<file path="config.mk">
export PLATFORM = sky130hd
export DESIGN_NAME = ws281x_rx
export DESIGN_NICKNAME = d
export VERILOG_FILES = /design/src/rtl/ws281x_rx.sv
export SDC_FILE = /design/constraint.sdc
export NUM_CORES = 1
export LEC_CHECK = 0
export ABC_AREA = 0
export CELL_PAD_IN_SITES_DETAIL_PLACEMENT = 0
export CELL_PAD_IN_SITES_GLOBAL_PLACEMENT = 1
export CORE_MARGIN = 4
export CORE_UTILIZATION = 48
export CTS_BUF_LIST = sky130_fd_sc_hd__clkbuf_4 sky130_fd_sc_hd__clkbuf_8
export CTS_CLUSTER_SIZE = 14
export DETAILED_ROUTE_END_ITERATION = 8
export MAX_ROUTING_LAYER = met4
export PLACE_DENSITY = 0.79
export RECOVER_POWER = 25
export SYNTH_ARGS = -nofsm -noshare
export SYNTH_HDL_FRONTEND = slang
export SYNTH_SLANG_ARGS = --single-unit
</file>
<file path="constraint.sdc">
create_clock -name main_clk_buf -period 3.23 [get_ports main_clk_buf]
set_input_delay 0.8075 -clock main_clk_buf [delete_from_list [all_inputs] [get_ports main_clk_buf]]
set_output_delay 0.8075 -clock main_clk_buf [all_outputs]
set_load 0.005 [all_outputs]
</file>
<file path="src/rtl/ws281x_rx.sv">
// WS281x single-wire receiver: classifies high-pulse widths into bits and emits 24-bit GRB words on valid/ready.
// Optional pixel-chain forwarding on dout_o when WS281X_RX_PASSTHRU_EN is defined; otherwise dout_o is tied low.
module ws281x_rx #(
    parameter int unsigned BitThreshCycles = 15,
    parameter int unsigned MinHighCycles   = 4,
    parameter int unsigned MaxHighCycles   = 30,
    parameter int unsigned ResetCycles     = 1250,
    parameter int unsigned CntWidth        = 11
) (
    input  logic        main_clk_buf,
    input  logic        rst_sys_n,
    input  logic        din_i,
    output logic [23:0] data_o,
    output logic        data_valid_o,
    input  logic        data_ready_i,
    output logic        data_first_o,
    output logic        frame_end_o,
    output logic        err_o,
    output logic        overflow_o,
    output logic        dout_o
);

    localparam int unsigned LenW = CntWidth + 1;
    localparam logic [CntWidth-1:0] CntSat = CntWidth'(ResetCycles);
    localparam logic [CntWidth-1:0] CntGap = CntWidth'(ResetCycles - 1);
    localparam logic [LenW-1:0]     MinLen = LenW'(MinHighCycles);
    localparam logic [LenW-1:0]     ThrLen = LenW'(BitThreshCycles);
    localparam logic [LenW-1:0]     MaxLen = LenW'(MaxHighCycles);

    typedef enum logic [1:0] {
        SYNC = 2'd0,
        LOW  = 2'd1,
        HIGH = 2'd2
    } state_e;

    state_e state_q, state_d;

    logic                din_m_q, din_s_q, din_p_q;
    logic [CntWidth-1:0] cnt_q, cnt_d;
    logic [4:0]          bit_cnt_q, bit_cnt_d;
    logic [22:0]         shreg_q, shreg_d;
    logic                first_q, first_d;
    logic                active_q, active_d;
    logic [23:0]         data_q, data_d;
    logic                valid_q, valid_d;
    logic                dfirst_q, dfirst_d;
    logic                err_q, fend_q, ovf_q;

    logic            din_edge, rise, fall, gap_hit;
    logic [LenW-1:0] hi_len;
    logic            gap_ev, err_ev, fend_ev, ovf_ev, shift_en, bit_v, word_done;
    logic [23:0]     new_word;

    assign din_edge = din_s_q ^ din_p_q;
    assign rise     = din_s_q & ~din_p_q;
    assign fall     = ~din_s_q & din_p_q;
    // hi_len is the number of cycles din_s has been high, valid on the falling-edge cycle
    assign hi_len   = LenW'(cnt_q) + LenW'(1);
    // fires exactly once per low stretch, on the cycle the counter steps into saturation
    assign gap_hit  = ~din_s_q & ~din_edge & (cnt_q == CntGap);
    assign cnt_d    = din_edge ? '0 : ((cnt_q == CntSat) ? cnt_q : cnt_q + 1'b1);

    always_ff @(posedge main_clk_buf or negedge rst_sys_n) begin
        if (!rst_sys_n) begin
            din_m_q <= 1'b0;
            din_s_q <= 1'b0;
            din_p_q <= 1'b0;
            cnt_q   <= '0;
        end else begin
            din_m_q <= din_i;
            din_s_q <= din_m_q;
            din_p_q <= din_s_q;
            cnt_q   <= cnt_d;
        end
    end

    always_ff @(posedge main_clk_buf or negedge rst_sys_n) begin
        if (!rst_sys_n) state_q <= SYNC;
        else            state_q <= state_d;
    end

    always_comb begin
        state_d = state_q;
        unique case (state_q)
            SYNC: if (gap_hit) state_d = LOW;
            LOW:  if (rise) state_d = HIGH;
            HIGH: begin
                if ((hi_len >= MaxLen) || (fall && (hi_len < MinLen))) state_d = SYNC;
                else if (fall)                                          state_d = LOW;
            end
            default: state_d = SYNC;
        endcase
    end

    always_comb begin
        gap_ev   = 1'b0;
        err_ev   = 1'b0;
        fend_ev  = 1'b0;
        ovf_ev   = 1'b0;
        shift_en = 1'b0;
        bit_v    = (hi_len >= ThrLen);
        unique case (state_q)
            SYNC: gap_ev = gap_hit;
            LOW: begin
                if (gap_hit) begin
                    gap_ev  = 1'b1;
                    err_ev  = (bit_cnt_q != 5'd0);
                    fend_ev = active_q;
                end
            end
            HIGH: begin
                if (hi_len >= MaxLen) err_ev = 1'b1;
                else if (fall) begin
                    if (hi_len < MinLen) err_ev   = 1'b1;
                    else                 shift_en = 1'b1;
                end
            end
            default: ;
        endcase

        word_done = shift_en && (bit_cnt_q == 5'd23);
        new_word  = {shreg_q, bit_v};

        shreg_d   = shift_en ? new_word[22:0] : shreg_q;
        bit_cnt_d = bit_cnt_q;
        if (gap_ev || (state_d == SYNC)) bit_cnt_d = 5'd0;
        else if (shift_en)               bit_cnt_d = word_done ? 5'd0 : bit_cnt_q + 5'd1;

        first_d = first_q;
        if (gap_ev)         first_d = 1'b1;
        else if (word_done) first_d = 1'b0;

        active_d = active_q;
        if (gap_ev)        active_d = 1'b0;
        else if (shift_en) active_d = 1'b1;

        valid_d  = valid_q & ~data_ready_i;
        data_d   = data_q;
        dfirst_d = dfirst_q;
        if (word_done) begin
            if (!valid_q || data_ready_i) begin
                data_d   = new_word;
                valid_d  = 1'b1;
                dfirst_d = first_q;
            end else begin
                ovf_ev = 1'b1;
            end
        end
    end

    always_ff @(posedge main_clk_buf or negedge rst_sys_n) begin
        if (!rst_sys_n) begin
            bit_cnt_q <= '0;
            shreg_q   <= '0;
            first_q   <= 1'b0;
            active_q  <= 1'b0;
            data_q    <= '0;
            valid_q   <= 1'b0;
            dfirst_q  <= 1'b0;
            err_q     <= 1'b0;
            fend_q    <= 1'b0;
            ovf_q     <= 1'b0;
        end else begin
            bit_cnt_q <= bit_cnt_d;
            shreg_q   <= shreg_d;
            first_q   <= first_d;
            active_q  <= active_d;
            data_q    <= data_d;
            valid_q   <= valid_d;
            dfirst_q  <= dfirst_d;
            err_q     <= err_ev;
            fend_q    <= fend_ev;
            ovf_q     <= ovf_ev;
        end
    end

    assign data_o       = data_q;
    assign data_valid_o = valid_q;
    assign data_first_o = dfirst_q;
    assign err_o        = err_q;
    assign frame_end_o  = fend_q;
    assign overflow_o   = ovf_q;

`ifdef WS281X_RX_PASSTHRU_EN
    logic fwd_q, fwd_d, dout_q, to_sync;

    assign to_sync = (state_q != SYNC) && (state_d == SYNC);

    // the first word of each frame is absorbed; everything after it is repeated downstream
    always_comb begin
        fwd_d = fwd_q;
        if (gap_ev || to_sync)        fwd_d = 1'b0;
        else if (word_done && first_q) fwd_d = 1'b1;
    end

    always_ff @(posedge main_clk_buf or negedge rst_sys_n) begin
        if (!rst_sys_n) begin
            fwd_q  <= 1'b0;
            dout_q <= 1'b0;
        end else begin
            fwd_q  <= fwd_d;
            dout_q <= fwd_q & din_s_q;
        end
    end

    assign dout_o = dout_q;
`else
    assign dout_o = 1'b0;
`endif

endmodule

</file>
Word-level counts from Yosys, hierarchy flattened:

Index checks and enable logic that the tools add are counted.

* flip-flop bits (word level): 75
* input bits: 4
* word-level logic and storage cells: 81

* add/sub/neg operators: 3
* $lt $le $gt $ge: 3
* equality and inequality tests: 6
* mux-type cells: 31
* bitwise gates (word level): 10
* reduce and logical (&&, ||, !) cells: 13

Operator list (count)
* 11-bit == test, second input constant: 2
* 11-bit two-way mux: 2
* 1-bit two-way mux: 19
* 5-bit two-way mux: 3
* 11-bit by 1-bit adder with 12-bit output, second input constant: 1
* 12-bit by 4-bit >= comparator with 1-bit output, second input constant: 1
* 12-bit by 5-bit >= comparator with 1-bit output, second input constant: 1
* 12-bit by 3-bit < comparator with 1-bit output, second input constant: 1
* 11-bit by 1-bit adder with 11-bit output, second input constant: 1
* 2-bit two-way mux: 4
* 2-bit case mux with 3 select lines: 1
* 2-bit nonzero test: 3
* 5-bit by 1-bit adder with 5-bit output, second input constant: 1
* 1-bit AND: 5
* 5-bit == test, second input constant: 1
* 5-bit nonzero test: 1
* 2-bit zero test: 2
* 1-bit NOT: 4
* 1-bit case mux with 2 select lines: 2
* 1-bit logical OR: 3
* 2-bit by 1-bit == test with 1-bit output, second input constant: 1
* 2-bit == test, second input constant: 1
* 1-bit logical AND: 2
* 2-bit != test, second input constant: 1
* 3 further kinds: 3

Depth between registers and ports, before layout:

Gate-level depths: netlist of the first run.

* depth in word-level cells: 10
* gate-level depth with buffers: 10
* gate-level depth less buffers: 8

Worst setup path before layout of the first run:

No wires, ideal clock.

* path type: reg2reg
* start: register cnt_q[6]
* end: register dfirst_q, in the netlist data_first_o
* setup time: 0.127 ns
* arrival time: 2.727 ns
* slack: 0.376 ns
* cell stages (with the launch flop): 9
* path buffers: 2
* cells stage by stage: dfrtp_1 -> nand3_1 -> nor4_1 -> mux2_2 -> a211o_1 -> buf_4 -> nor4b_4 -> buf_6 -> mux2_1

* cells in the longest elaborated chain, start to end: 8

Ends and longest elaborated chain
* from (decl): line 39 `logic [CntWidth-1:0] cnt_q, cnt_d;`
* from (signal assigned): line 73 `cnt_q <= cnt_d;`
* 11-bit by 1-bit adder with 12-bit output (*): line 58 `assign hi_len = LenW'(cnt_q) + LenW'(1);`
* 12-bit by 3-bit < comparator with 1-bit output: line 114 `if (hi_len < MinLen) err_ev = 1'b1;`
* 1-bit two-way mux: line 114
* 1-bit two-way mux: line 113 `else if (fall) begin`
* 1-bit two-way mux (*): line 112 `if (hi_len >= MaxLen) err_ev = 1'b1;`
* 1-bit two-way mux (*): line 102 `unique case (state_q)`
* 1-bit logical AND (*): line 121 `word_done = shift_en && (bit_cnt_q == 5'd23);`
* 2-bit AND reduction (no line) (*)
* to (signal assigned): line 170 `dfirst_q <= dfirst_d;`
* to (decl): line 46 `logic dfirst_q, dfirst_d;`

Every way passes the cells marked *; elsewhere a longest branch is shown, timed or not.
A chain may end at the register's enable or synchronous reset.

Worst setup path in the final report of the first run:

* start: register cnt_q[1]
* end: register data_q[4], in the netlist data_o[4]

* cells in the longest elaborated chain, start to end: 8

Ends and longest elaborated chain
* 11-bit by 1-bit adder with 12-bit output (*): line 58
* 12-bit by 3-bit < comparator with 1-bit output: line 114
* 1-bit two-way mux: line 114
* 1-bit two-way mux: line 113
* 1-bit two-way mux (*): line 112
* 1-bit two-way mux (*): line 102
* 1-bit logical AND (*): line 121
* 2-bit AND reduction (no line) (*)
* to (signal assigned): line 168 `data_q <= data_d;`
* to (decl): line 44 `logic [23:0] data_q, data_d;`

Marked as above.

==> metrics.md, run 1 <==
| Metric | Value |
|---|---|
| Status | `finished with violations` |
| Violated checks | `capacitance limit, slew limit` |
| Synthesized flop and latch total | `75` |
| Post-CTS Setup Bufs | `0` |
| Fin. Hold Viols | `0` |
| Initial antenna violation count | `0` |
| Max_slew headroom | `-20.4%` |
| Vias in the first global route | `approximately 2400` |
| Final wirelength | `6.52 mm` |
| Share of cells above drive strength 1 | `19.3%` |
| CP required | `3.46 ns` |
| Worst r2r path cells | `8` |
| Routed Antenna Nets | `0` |
| CTS Buf Count | `9` |
| Max stage delay cell, worst path | `dfrtp_1` |
| Core Box Area | `just over 7000 µm²` |
| GRT Residual Overflow | `0` |
| Ys async rst share | `100%` |
| Number of I/O pins | `34` |
| Tightest Hold Check Type | `register to register` |
| Pre-CTS setup slack | `roughly 0.19 ns` |
| Synth warn | `0` |
| Clk sinks | `75` |
| Post-cts resize count | `0` |
| Syn avg cell area | `~12 µm²` |
| First-pass GRT wire length | `11.5 mm` |
| Initial Util | `around half` |
| Final slew viol count | `76` |
| Horiz. Die Dim | `roughly 94 µm` |
| N_diodes | `0` |
| DRT Pass-1 Iters | `4` |
| Wire per inst | `15.0 µm` |
| Synthesized area | `between 3000 and 4000 µm²` |
| Global Route Usage Sum | `16.9%` |
| Initial DRC Count | `64` |
| HPWL Detailed | `about 4.5 mm` |
| # H-tree levels | `3` |
| Critical path's largest stage delay | `about 0.5 ns` |
| Post-synth EDFFs | `0` |
| Crit path max-delay family | `simple AND/OR/NAND/NOR gates` |
| Die ar. | `roughly 9000 µm²` |
| Crit path time final | `roughly 3.0 ns` |
| Final clock skew | `about 0.006 ns` |
| Root Driver | `clkbuf_8` |
| Routability cong. | `between 0.8 and 0.9` |
| Cell taking the most area after synthesis | `dfrtp_1` |
| Worst EP arrival | `3.22 ns` |
| Port Buffers | `32` |
| Clock transition at path regs | `0.08 ns` |
| DR vias | `2330` |
| Post-synth net total | `308` |
| Startpoint types | `register` |
| Row cnt | `31` |
| Clk Latency, worst-skew pair | `about 0.34 ns` |
| Largest vdd supply drop | `between 0.2 and 0.25 mV` |
| Worst reg2reg setup slack | `approximately 0.23 ns` |
| Crit path max fanout | `25` |
| Sequential share of the synthesized area | `a little over half` |
| TritonCTS clock tree | `yes` |
| Tcrit/Tclk final | `92.8%` |
| Vias/cell | `between 5 and 6` |
| Most frequent cell after synthesis | `dfrtp_1` |
| CP bufs+invs | `1` |
| Largest net degree at the start of global routing | `between 70 and 80` |
| Chip Height | `93.9 µm` |
| Synth cell types | `52` |
| Ys flop type | `dfrtp_1` |
| Layout Utilization | `slightly below 60%` |
| Layout area overhead | `18.3%` |
| Synth cell count leaders | `dfrtp_1 (75), mux2_2 (29), mux2_1 (19), nor2_1 (17), inv_1 (15)` |
| Worst Max-Slew Pin Slew | `1.81 ns` |
| Leak Pwr | `1.95 nW` |
| DRC Markers | `0` |
| Max Cap Viol | `1` |
| Nets | `~350` |
| Mapped Cells | `between 200 and 300` |
| Worst Slack Setup Final | `between 0.2 and 0.25 ns` |
| Power density over the cells | `slightly above 400 nW/µm²` |
| WP depth | `8` |
| Worst Hold Depth | `0` |
| Synth area leaders | `dfrtp_1 (53%), mux2_2 (9.2%), mux2_1 (6.0%)` |
| CP Class | `register to register` |
| Synth top area share | `53.0%` |
| Crit-path cells | `ha_2, nand4_2, xnor2_1, nand4_1, a211o_1, nor4b_4, buf_12, mux2_2` |
| RSZ-0062 raised after global routing | `no` |
| Fmax | `roughly 330 MHz` |
| Sum Neg Setup Slack | `0 ns` |
| Crit. End Element | `register` |
| Final Setup Violations | `0` |
| Hold_buf cts | `0` |
| Max Root-Sink Buffers | `2` |
-- state kept, by name, indices dropped and copies added, names as in the netlist, 2 cells and up --
| signal | count |
|---|---|
| shreg_q | 23 |
| data_o | 24 |
| state_q | 2 |
| bit_cnt_q | 5 |
| cnt_q | 11 |
-- metal layers --
metal | track usage (%) | part of all wire (%) | vias to the layer above
met5 | - | 0 | -
met4 | 6.14 | 1.5 | 0
met3 | 3.29 | 3.2 | 15
met2 | 26.1 | 48 | 36
met1 | 22.4 | 47 | 1156
li1 | - | - | 1123
-- power breakdown --
group	switching [mW]	internal [mW]	leakage (nW)	total, mW
sequential	0.0122	0.946	1.03	0.958
combinational	0.0536	0.0285	0.819	0.0821
clock	0.346	0.355	0.0959	0.701
total	0.412	1.33	1.95	1.74
-- cell families after synthesis --
kind of cell,count (synthesis),synth area share [%]
AO/OA/AOI/OAI,42,8.06
XOR/XNOR,9,2.23
adder cells (fa/ha/maj),12,4.24
buffers and inverters,25,3.57
flip-flops,75,53.0
multiplexers,52,16.4
other,1,0.106
AND/OR/NAND/NOR,76,12.4
-- worst paths after layout --
check                             end       from
max                         data_o[4]   cnt_q[1]
min                           din_s_q    din_m_q
max reg2reg                 data_o[4]   cnt_q[1]
min reg2reg                   din_s_q    din_m_q
max in group asynchronous   data_o[4]  rst_sys_n
min in group asynchronous  data_o[17]  rst_sys_n
-- stage by stage --
stage,instance area (µm²),hold slack (ns),cells,power (mW)
after floorplan,3540,0.331,292,1.02
after global placement,3990,0.334,420,1.06
after detailed placement,3990,0.358,420,1.06
after CTS,4180,0.376,435,1.76
after global routing,4190,0.385,435,1.82
final,4190,0.367,435,1.74
-- cell usage in the layout (no fill, tap or decap), types with 3 or more instances in the layout --
cell / instances
buf_4: 5
clkdlybuf4s50_1: 30
nand2_1: 7
nand3_1: 11
o21ai_0: 8
clkbuf_8: 9
nor3_1: 6
a21boi_0: 3
dfrtp_1: 75
mux2_1: 19
xnor2_1: 7
inv_1: 15
a21oi_1: 12
nand2b_1: 5
ha_1: 11
nand4_1: 5
a211oi_1: 3
mux2i_1: 4
nor2_1: 16
nor2b_1: 3
mux2_2: 29
nand3b_1: 3
-- layout make-up --
cell class	count	area, µm²
Sequential cell	75	1880
Fill cell	629	3030
Clock inverter	6	65.1
Clock buffer	9	124
Timing Repair Buffer	39	393
Multi-Input combinational cell	192	1550
Tap cell	99	124
Inverter	15	56.3
No activity file was read; power rests on OpenSTA's default activity.
==> inputs of run 2 (changes only) <==
Settings changed: CORE_MARGIN 4 to not set.
==> run 2 against run 1 <==
Compared with the run above: the run still ends with capacitance limit, slew limit left; non-clock buffer count decreased by 1; clock power increased by 11%; sequential share of layout area is 0.067 points lower; first-iteration DRC count unchanged; worst hold slack lost 0.013 ns; via count decreased by 2.7%; register-to-register slack barely moved; sequential cell count did not move; combinational power is 7.8% lower; global-route usage grew 2.0 points; critical path type unchanged.
==> metrics.md, run 2 (same netlist as run 1, synthesis figures left out) <==
| Metric | Value |
|---|---|
| Status | `finished with violations` |
| Violated checks | `capacitance limit, slew limit` |
| Nets | `between 300 and 400` |
| Vias in the first global route | `2242` |
| HPWL Detailed | `4.23 mm` |
| Post-CTS Setup Bufs | `0` |
| Worst EP arrival | `about 3.2 ns` |
| Crit path max fanout | `25` |
| Fin. Hold Viols | `0` |
| Chip Height | `between 80 and 90 µm` |
| GRT Residual Overflow | `0` |
| Clk Latency, worst-skew pair | `around 0.35 ns` |
| Worst Slack Setup Final | `0.229 ns` |
| Max Root-Sink Buffers | `2` |
| Most frequent cells in the layout | `dfrtp_1 (75), clkdlybuf4s50_1 (30), mux2_2 (29), mux2_1 (19), nor2_1 (16)` |
| Layout Utilization | `60.4%` |
| Crit. End Element | `register` |
| Footprint of the multi-input gates | `between 1500 and 2000 µm²` |
| Tcrit/Tclk final | `between 90 and 100%` |
| Routed Antenna Nets | `0` |
| Sum Neg Setup Slack | `0 ns` |
| Met3 wire length | `between 200 and 250 µm` |
| Final clock skew | `about 0.0073 ns` |
| Row cnt | `30` |
| Initial antenna violation count | `0` |
| DR vias | `roughly 2300` |
| Routability cong. | `about 0.9` |
| Max reg flops | `24` |
| Post-route cell area | `between 4000 and 5000 µm²` |
| Max_slew headroom | `-21.1%` |
| Layout area overhead | `18.4%` |
| DRT Pass-1 Iters | `4` |
| Initial Util | `around half` |
| Root Driver | `clkbuf_8` |
| Power density over the cells | `432 nW/µm²` |
| DRC Markers | `0` |
| Placed Area | `3980 µm²` |
| Worst Max-Slew Pin Slew | `around 1.8 ns` |
| Startpoint types | `register` |
| CP required | `3.46 ns` |
| Final slew viol count | `76` |
| CTS Buf Count | `9` |
| Initial DRC Count | `64` |
| Number of I/O pins | `34` |
| Post-cts resize count | `0` |
| Reg area | `between 1500 and 2000 µm²` |
| Pre-CTS setup slack | `between 0.2 and 0.25 ns` |
| Tightest Hold Check Type | `register to register` |
| Uppermost layer routed | `met4` |
| Die ar. | `7720 µm²` |
| Clk sinks | `75` |
| Most common cell after layout, fill and taps aside | `dfrtp_1` |
| Max Cap Viol | `1` |
| Share of cells above drive strength 1 | `18.5%` |
| Fmax | `333 MHz` |
| Leak Pwr | `1.96 nW` |
| Met2 WL post-DR | `2.77 mm` |
| TritonCTS clock tree | `yes` |
| CP Class | `register to register` |
| Clock transition at path regs | `around 0.070 ns` |
| Vias/cell | `about 5.3` |
| Largest net degree at the start of global routing | `76` |
| First-pass GRT wire length | `10.7 mm` |
| Hold_buf cts | `0` |
| Crit path time final | `about 3.0 ns` |
| Worst hold margin | `approximately 0.35 ns` |
| N_diodes | `0` |
| Global Route Usage Sum | `between 10% and 20%` |
| Wire per inst | `approximately 14 µm` |
| Core Box Area | `between 6000 and 7000 µm²` |
| Final Setup Violations | `0` |
| Fillers | `~570` |
| Final wirelength | `roughly 6.2 mm` |
| Port Buffers | `32` |
| Horiz. Die Dim | `87.9 µm` |
| RSZ-0062 raised after global routing | `no` |
| Largest vdd supply drop | `about 0.27 mV` |
| Met1 wire length | `roughly 3.1 mm` |
| # H-tree levels | `3` |
-- run 2: cell types whose count changed in the layout (fill, tap and decap cells not counted) --
cell and change:
inv_6 -2, nor4_2 -1, bufinv_16 +1, clkinv_2 -1, clkinv_4 +3, nor4_1 +1, buf_4 -1, ha_1 +1
ha_2 -1, clkinvlp_4 -1
-- run 2: cell type report --
type | instances | area share [%]
Sequential cell | 75 | 44.7
Tap cell | 96 | 2.86
Clock inverter | 6 | 2.18
Multi-Input combinational cell | 192 | 36.7
Timing Repair Buffer | 38 | 9.19
Clock buffer | 9 | 2.95
Inverter | 15 | 1.34
-- run 2: routing by layer --
layer / up-vias / track usage, %
met2: 44 / 26.1
met1: 1092 / 26.5
li1: 1121 / -
met5: - / -
met4: 0 / 8.94
met3: 11 / 3.68
-- run 2: power by group --
group	leakage [nW]	internal [mW]	total, mW	switching (mW)
sequential	1.03	0.946	0.960	0.0144
clock	0.109	0.433	0.777	0.344
combinational	0.816	0.0263	0.0757	0.0494
-- run 2: critical path: stages (launching register included) --
cell and delay [ns]:
dfrtp_1 0.49, ha_1 0.35, nand4_2 0.20, xnor2_1 0.18, nand4_1 0.20, a211o_1 0.50
nor4b_4 0.37, buf_12 0.23, mux2_2 0.35
-- run 2: final timing paths --
check | startpoint | to | slack [ns] | depth (start not counted)
worst max-delay path | cnt_q[0] | data_o[5] | 0.23 | 8
worst min-delay path | din_m_q | din_s_q | 0.35 | 0
worst max register to register | cnt_q[0] | data_o[5] | 0.23 | 8
worst min register to register | din_m_q | din_s_q | 0.35 | 0
max in group asynchronous | rst_sys_n | cnt_q[5] | 1.20 | 1
min in group asynchronous | rst_sys_n | state_q[1] | 0.95 | 1
-- run 2: through the flow --
| stage | std cells | power, mW |
|---|---|---|
| 6_report | 431 | 1.81 |
| 3_3_place_gp | 416 | 1.06 |
| 4_1_cts | 431 | 1.84 |
| 5_1_grt | 431 | 1.89 |
| 3_5_place_dp | 416 | 1.06 |
| 2_1_floorplan | 292 | 1.02 |
==> patch (settings of run 2) <==
Set the parameter `CntWidth` to 12 (it was 11).
--- a/src/rtl/ws281x_rx.sv
+++ b/src/rtl/ws281x_rx.sv
@@ -7,3 +7,3 @@
     parameter int unsigned ResetCycles     = 1250,
-    parameter int unsigned CntWidth        = 11
+    parameter int unsigned CntWidth        = 12
 ) (
Formal check against the unedited RTL: no difference found for any inputs over 10 cycles, from zero or initial values and one cycle with rst_sys_n low; that may be too few to reach the edited logic, so the function may still have changed.
==> patch against run 2 <==
The run still ends with max-capacitance violations, max-slew violations left. Worst setup slack gained 0.25 ns. Global-route usage shrank 0.33 points. Sequential cell count grew 1. Area after synthesis grew 2.6%. Cell count grew 0.46%. Hold slack lost 0.00051 ns. Non-clock buffer count shrank 3. Power shrank 5.4%. Synthesized cell count grew 1.0%. Count of clock-buffer cells in the layout is the same. Routed wire length grew 3.6%. Clock skew grew 0.0035 ns. Sequential share of layout area grew 0.38 points. Final area grew 0.48%. Critical endpoint is now data_o[13]. Largest cell class unchanged.
==> patch: results <==
group,metric,value,unit
finish,flops_and_latches,76,
outcome,violations,"max-capacitance violations, max-slew violations",
placed_design,place_hpwl,4.41,mm
placed_design,dp.cells,417,
worst_setup_path,slowest_delay,0.46,ns
drt,met1_length,3.22,mm
finish,multi_input_area,0.00161,mm²
drt,drt-initial-drc-count,57,
synthesis,yosys-top-cells-count,"76 x dfrtp_1, 46 x mux2_2, 20 x nor2_1, 13 x ha_1, 13 x inv_1",
placed_design,placed_cell_area,0.00404,mm²
drt,wirelength,6.44,mm
synthesis,synthesis.nets,312,
sta,skew,0.0108,ns
sta,fin_hold_ws,0.353,ns
finish,nets,346,
worst_setup_path,crit_family,"compound AO/OA/AOI/OAI gates",
global_routing,grt_pass1_wl,10.7,mm
global_routing,track_usage,0.185,
finish,seqCellArea,0.00190,mm²
worst_setup_path,ff2ff_path_depth,7,
placed_design,place.gp.congestion,0.851,
global_routing,grtUsageMet2,0.270,
hold_path,holdPathStages,0,
sta,max_slew_margin,-0.203,
finish,buffers,35,
finish,fillers,652,
outcome,status,"finished, violations left",
drt,wl_met3,177,µm
finish,final_cell_count_no_fill,433,
placed_design,dpl_worst_slack,0.485,ns
finish,drive_gt1_frac,0.234,
sta,fmax,364,MHz
finish,finalInstanceArea,0.00421,mm²
synthesis,yosysUniqueCellTypes,54,
drt,vias_per_cell,5.35,
sta,drv_slew,77,
synthesis,synth-seq-area-share,0.523,
finish,layout.nonclk_buf_frac,0.0831,
global_routing,grt_use_met3,0.0369,
pwr,p_leak,1.92,nW
global_routing,grt_max_degree,77,
finish,n_all_inverters,13,
job,max_cap_viol_count,1,
worst_setup_path,crit_end,"data_o[13]",
pwr,vdd_drop_max,0.000181,V
worst_setup_path,cp_slowest_cell,"dfrtp_1",
finish,multi_input_cells,194,
placed_design,port_buffers,32,
drt,route.met2.wl,2.94,mm
finish,clk_share,0.0433,
global_routing,use_met1,0.251,
die,tapCellCount,99,
synthesis,synth_area_leaders,"dfrtp_1 52%, mux2_2 14%, ha_1 4.5%",
patch: changes by cell type in the layout (fill, tap and decap cells not counted), sizes merged, moves of 3 or more:
cell	before	now
o211ai	1	4
nand2	7	12
a21o	1	5
nand3	11	6
nor3	6	3
and3	1	4
and4	1	5
a21boi	3	0
o21a	0	5
xor2	2	5
nand3b	3	0
a21oi	12	3
buf	6	3
patch: cells by family (layout without fill, tap and decap cells):
group,after synthesis,after routing,synth area share
buf+inv,25,64,0.0344
flops,76,76,0.523
fa+ha+maj,13,13,0.0448
compound gates,46,46,0.104
mux,50,50,0.154
simple gates,74,74,0.114
xor+xnor,10,10,0.0241
other cells,1,1,0.00103
patch: power by group:
group,total [mW],switching [mW],internal (mW),leakage (nW)
Clock,0.666,0.375,0.291,0.0921
Combinational,0.0806,0.0546,0.0261,0.780
Sequential,0.969,0.0110,0.958,1.05
Total,1.72,0.441,1.28,1.92
